[config.mk]
export PLATFORM = sky130hd
export DESIGN_NAME = vga_sync_gen
export DESIGN_NICKNAME = d
export VERILOG_FILES = /design/src/rtl/vga_sync_gen.sv
export SDC_FILE = /design/constraint.sdc
export NUM_CORES = 1
export LEC_CHECK = 0
export BUFFER_PORTS_ARGS = -buffer_cell sky130_fd_sc_hd__buf_4
export CAP_MARGIN = 20
export CORE_MARGIN = 1
export CORE_UTILIZATION = 47
export CTS_CLUSTER_SIZE = 8
export DETAILED_ROUTE_END_ITERATION = 16
export PLACE_DENSITY = 0.7
export SLEW_MARGIN = 20
export SYNTH_ARGS = -nofsm -noshare
export SYNTH_HDL_FRONTEND = slang
export SYNTH_SLANG_ARGS = --single-unit
[constraint.sdc]
create_clock -name clk -period 2.9 [get_ports clk]
set_input_delay 0.29 -clock clk [delete_from_list [all_inputs] [get_ports clk]]
set_output_delay 0.29 -clock clk [all_outputs]
set_load 0.01 [all_outputs]
[src/rtl/vga_sync_gen.sv]
// Raster timing generator. Produces pixel coordinates for the renderer, plus sync and blanked
// colour outputs aligned to the renderer's latency, and a frame tick and frame counter.
module vga_sync_gen #(
  parameter int unsigned H_DISP   = 640,
  parameter int unsigned H_FP     = 16,
  parameter int unsigned H_SW     = 96,
  parameter int unsigned H_BP     = 48,
  parameter int unsigned V_DISP   = 480,
  parameter int unsigned V_FP     = 10,
  parameter int unsigned V_SW     = 2,
  parameter int unsigned V_BP     = 33,
  parameter int unsigned CLK_DIV  = 2,
  parameter int unsigned PIPE     = 1,
  parameter bit          SYNC_POL = 1'b0
) (
  input  logic       clk,
  input  logic       rst,
  input  logic [2:0] rgb_in,
  output logic [9:0] x,
  output logic [9:0] y,
  output logic       pixel_tick,
  output logic       video_on,
  output logic       hsync,
  output logic       vsync,
  output logic [2:0] rgb_out,
  output logic       frame_tick,
  output logic [7:0] frame_cnt
);

  localparam int unsigned H_TOTAL = H_DISP + H_FP + H_SW + H_BP;
  localparam int unsigned V_TOTAL = V_DISP + V_FP + V_SW + V_BP;
  localparam int unsigned HsStart = H_DISP + H_FP;
  localparam int unsigned HsEnd   = H_DISP + H_FP + H_SW;
  localparam int unsigned VsStart = V_DISP + V_FP;
  localparam int unsigned VsEnd   = V_DISP + V_FP + V_SW;
  localparam int unsigned DivW    = (CLK_DIV > 1) ? $clog2(CLK_DIV) : 1;

  localparam logic [DivW-1:0] DivLast = DivW'(CLK_DIV - 1);
  localparam logic [9:0]      XLast   = 10'(H_TOTAL - 1);
  localparam logic [9:0]      YLast   = 10'(V_TOTAL - 1);

  logic [DivW-1:0] div_cnt_q, div_cnt_d;
  logic [9:0]      x_q, x_d, y_q, y_d;
  logic [PIPE:0]   hs_q, hs_d, vs_q, vs_d;
  logic [2:0]      rgb_q, rgb_d;
  logic            frame_tick_q, frame_tick_d;
  logic [7:0]      frame_cnt_q, frame_cnt_d;
  logic            hs_raw, vs_raw, von_dly, frame_end;

  assign pixel_tick = (div_cnt_q == DivLast);
  assign video_on   = (32'(x_q) < H_DISP) && (32'(y_q) < V_DISP);
  assign frame_end  = pixel_tick && (x_q == XLast) && (y_q == YLast);

  // Raw sync levels already carry the output polarity.
  assign hs_raw = ((32'(x_q) >= HsStart) && (32'(x_q) < HsEnd)) ? SYNC_POL : ~SYNC_POL;
  assign vs_raw = ((32'(y_q) >= VsStart) && (32'(y_q) < VsEnd)) ? SYNC_POL : ~SYNC_POL;

  always_comb begin
    div_cnt_d    = pixel_tick ? '0 : div_cnt_q + DivW'(1);
    x_d          = x_q;
    y_d          = y_q;
    if (pixel_tick) begin
      if (x_q == XLast) begin
        x_d = '0;
        y_d = (y_q == YLast) ? '0 : y_q + 10'd1;
      end else begin
        x_d = x_q + 10'd1;
      end
    end
    rgb_d        = von_dly ? rgb_in : 3'b000;
    frame_tick_d = frame_end;
    frame_cnt_d  = frame_end ? frame_cnt_q + 8'd1 : frame_cnt_q;
  end

  // Sync runs PIPE+1 flops; video_on runs PIPE flops plus the rgb_out flop.
  if (PIPE == 0) begin : g_no_pipe
    always_comb begin
      hs_d = hs_raw;
      vs_d = vs_raw;
    end
    assign von_dly = video_on;
  end else begin : g_pipe
    logic [PIPE-1:0] von_q, von_d;

    always_comb begin
      hs_d  = {hs_q[PIPE-1:0], hs_raw};
      vs_d  = {vs_q[PIPE-1:0], vs_raw};
      von_d = PIPE'({von_q, video_on});
    end

    always_ff @(posedge clk or posedge rst) begin
      if (rst) begin
        von_q <= '0;
      end else begin
        von_q <= von_d;
      end
    end

    assign von_dly = von_q[PIPE-1];
  end

  always_ff @(posedge clk or posedge rst) begin
    if (rst) begin
      div_cnt_q    <= '0;
      x_q          <= '0;
      y_q          <= '0;
      hs_q         <= {(PIPE + 1){~SYNC_POL}};
      vs_q         <= {(PIPE + 1){~SYNC_POL}};
      rgb_q        <= '0;
      frame_tick_q <= 1'b0;
      frame_cnt_q  <= '0;
    end else begin
      div_cnt_q    <= div_cnt_d;
      x_q          <= x_d;
      y_q          <= y_d;
      hs_q         <= hs_d;
      vs_q         <= vs_d;
      rgb_q        <= rgb_d;
      frame_tick_q <= frame_tick_d;
      frame_cnt_q  <= frame_cnt_d;
    end
  end

  assign x          = x_q;
  assign y          = y_q;
  assign hsync      = hs_q[PIPE];
  assign vsync      = vs_q[PIPE];
  assign rgb_out    = rgb_q;
  assign frame_tick = frame_tick_q;
  assign frame_cnt  = frame_cnt_q;

endmodule
==> metrics <==
PostCTS Resize Cnt=0; # H-tree levels=2; layout cell share with drive strength beyond 1=a little under a third; Worst-path clk slew=approximately 0.070 ns; Synth async-reset ratio=100%; Leak=around 1.1 nW; Cell Pwr Density=between 400 and 500 nW/um^2; final setup fails=0; Fmax=about 500 MHz; status=finished clean; hold buffers post-CTS=0; minimum clock period=a little under 2 ns; routed via count=~1300; die width=between 60 and 70 um; Worst-Skew Late Latency=0.28 ns; critical path data arrival time=2.13 ns; Worst Reg-to-Reg Cells=4; Max FO, Critical Path=18; antenna cells=0; Primary FF master, synth=dfrtp_1; Final #Nets=210; HPWL after detailed placement=2480 um; RR Startpoint=x[5]; Detailed Route WL=approximately 3400 um; WP data required=3.06 ns; CTS tree=done; placed inst area=between 2000 and 2500 um^2; syn avg cell area=around 11 um^2; Num CTS Buffers=5; Detailed Route Iter0 Violations=68; Hold Fails Final Rpt=0; Clock Skew=roughly 0.0056 ns; die height=~64 um; Post-Syn Instances=~160; Post-synth EDFFs=0; Distinct cells, synth=34; Setup Fix Bufs, Post-CTS=0; worst rel slew slack=around 70%; vias in the first global route=between 1000 and 1500; Pwr Total=approximately 0.88 mW; first-pass GRT wire length=between 5000 and 6000 um; total core area=about 3700 um^2; R2R Setup Slk=0.94 ns; max cap viols=0; Layout Area Growth over Synthesis=23.2%; synthesized area=1790 um^2; Syn. warnings=0; CTS max path bufs=2; ANT nets after route=0; RSZ-0062 raised after global routing=false; Final Max Tran Viols=0; Clock Root Buffer=clkbuf_8; type of the worst setup path=reg2reg; Worst IR Drop VDD=roughly 0.24 mV; routability cong.=about 0.77; fin area=roughly 2200 um^2; num ports=41; Critical Path End=frame_cnt[1]; WL/cell=13.7 um; Vias/cell=5.22; Cell Rows=22; worst r2r dst=frame_cnt[1]; total track usage=18.6%; Critical Path End Type=flip-flop; GRT overflow=0; Mapped Nets=166; crit path launch type=flip-flop; largest net degree at the start of global routing=39; drc violations=0; Pre-antenna DRT Iters=4; initial antenna violation count=0; CTS Sinks=38; die area=just over 4000 um^2; register area share after synthesis=between 50% and 60%; Initial Util=between 40 and 50%; Final period util=roughly two thirds; Slew @ Worst Pin=~0.45 ns; worst hold path class=in2async; Synth Register Bits=38; TNS Setup=0 ns; port bufs=40; origin of the worst setup path=x[5]
[cell type report]
class / instances / area [um^2]
clock buffers: 8 / 80.1
inverters: 9 / 33.8
multi-input cells: 105 / 769
well taps: 48 / 60.1
repair buffers: 41 / 308
flip-flops and latches: 38 / 956
fillers: 331 / 1450
[worst min-delay path by stage]
stage / end / slack [ns] / depth (start not counted)
finish: x[7] / 0.12 / 3
global route: x[7] / 0.17 / 3
CTS: x[6] / 0.13 / 3
detailed placement: vs_q[1] / 0.36 / 0
global placement: vs_q[1] / 0.35 / 0
floorplan: hs_q[1] / 0.35 / 0
[sequential cells by signal (all words and copies together) (netlist names)]
signal / flops
pixel_tick: 1
x: 10
y: 10
frame_cnt: 8
rgb_out: 3
vs_q: 2
frame_tick: 1
hs_q: 2
g_pipe.von_q: 1
[metrics by stage]
stage	util [%]	hold slack [ns]	setup slack (ns)	instances
4_1_cts	60.3	0.127	0.939	249
5_1_grt	60.3	0.165	0.830	249
3_5_place_dp	58.1	0.355	0.946	241
2_1_floorplan	-	0.345	1.18	156
3_3_place_gp	58.1	0.347	1.01	241
6_report	60.3	0.119	0.937	249
[kinds of logic (layout without fill, tap and decap cells)]
kind of cell             count (synthesis)  count (layout)  share of synthesized area [%]
AO/OA/AOI/OAI                           14              14                           4.54
multiplexers                             2               2                           1.19
buffers and inverters                   13              58                           3.70
flip-flops                              38              38                           53.4
adder cells (fa/ha/maj)                  5               5                           3.49
AND/OR/NAND/NOR                         65              65                           24.4
XOR/XNOR                                19              19                           9.29
[per-layer routing]
| metal | routed length, um | global-route usage, % | up-vias | part of all wire, % |
|---|---|---|---|---|
| met1 | 1640 | 24.2 | 625 | 48 |
| met2 | 1560 | 29.0 | 34 | 46 |
| met3 | 175 | 5.89 | 5 | 5.1 |
| met4 | 42 | 6.82 | 0 | 1.2 |
| met5 | 0 | 0 | - | 0 |
| li1 | - | - | 635 | - |
[placed cells by master, fill, tap and decap left out, drive strengths merged, types with 4 or more instances in the layout]
cell,count
nor4,4
clkbuf,8
and2,4
nor3,11
buf,41
xnor2,7
ha,5
nand3,11
o21ai,7
xor2,12
nor2,9
inv,9
dfrtp,34
nand4,10
dfstp,4
nand2,6
[synthesized netlist by cell type (2+ instances only)]
library cell | count | area (um^2)
o21ai_1 | 2 | 10.0
a21oi_1 | 3 | 15.0
nor3_2 | 5 | 50.1
dfstp_2 | 4 | 105
inv_1 | 9 | 33.8
xnor2_1 | 7 | 61.3
buf_2 | 2 | 10.0
nor4_1 | 4 | 25.0
ha_1 | 5 | 62.6
nand2_1 | 6 | 22.5
nand4_1 | 8 | 50.1
dfrtp_1 | 34 | 851
nand4_4 | 2 | 42.5
and4_1 | 2 | 17.5
buf_6 | 2 | 22.5
or3_1 | 3 | 18.8
nor3_1 | 6 | 30.0
xor2_1 | 12 | 105
and2_1 | 4 | 25.0
nand3_1 | 11 | 55.1
o21ai_0 | 5 | 25.0
nor2_1 | 8 | 30.0
[worst max-delay path, stage by stage, from the launching register on]
cell	delay (ns)
dfrtp_1	0.48
nor4b_4	0.42
nand4_4	0.32
nor2_4	0.27
mux2_1	0.34
[where the power goes]
part	internal [mW]	switching, mW	total [mW]
combinational	0.00794	0.0124	0.0204
sequential	0.532	0.000522	0.533
clock	0.170	0.159	0.330
Power figures use the tool's default switching activity.
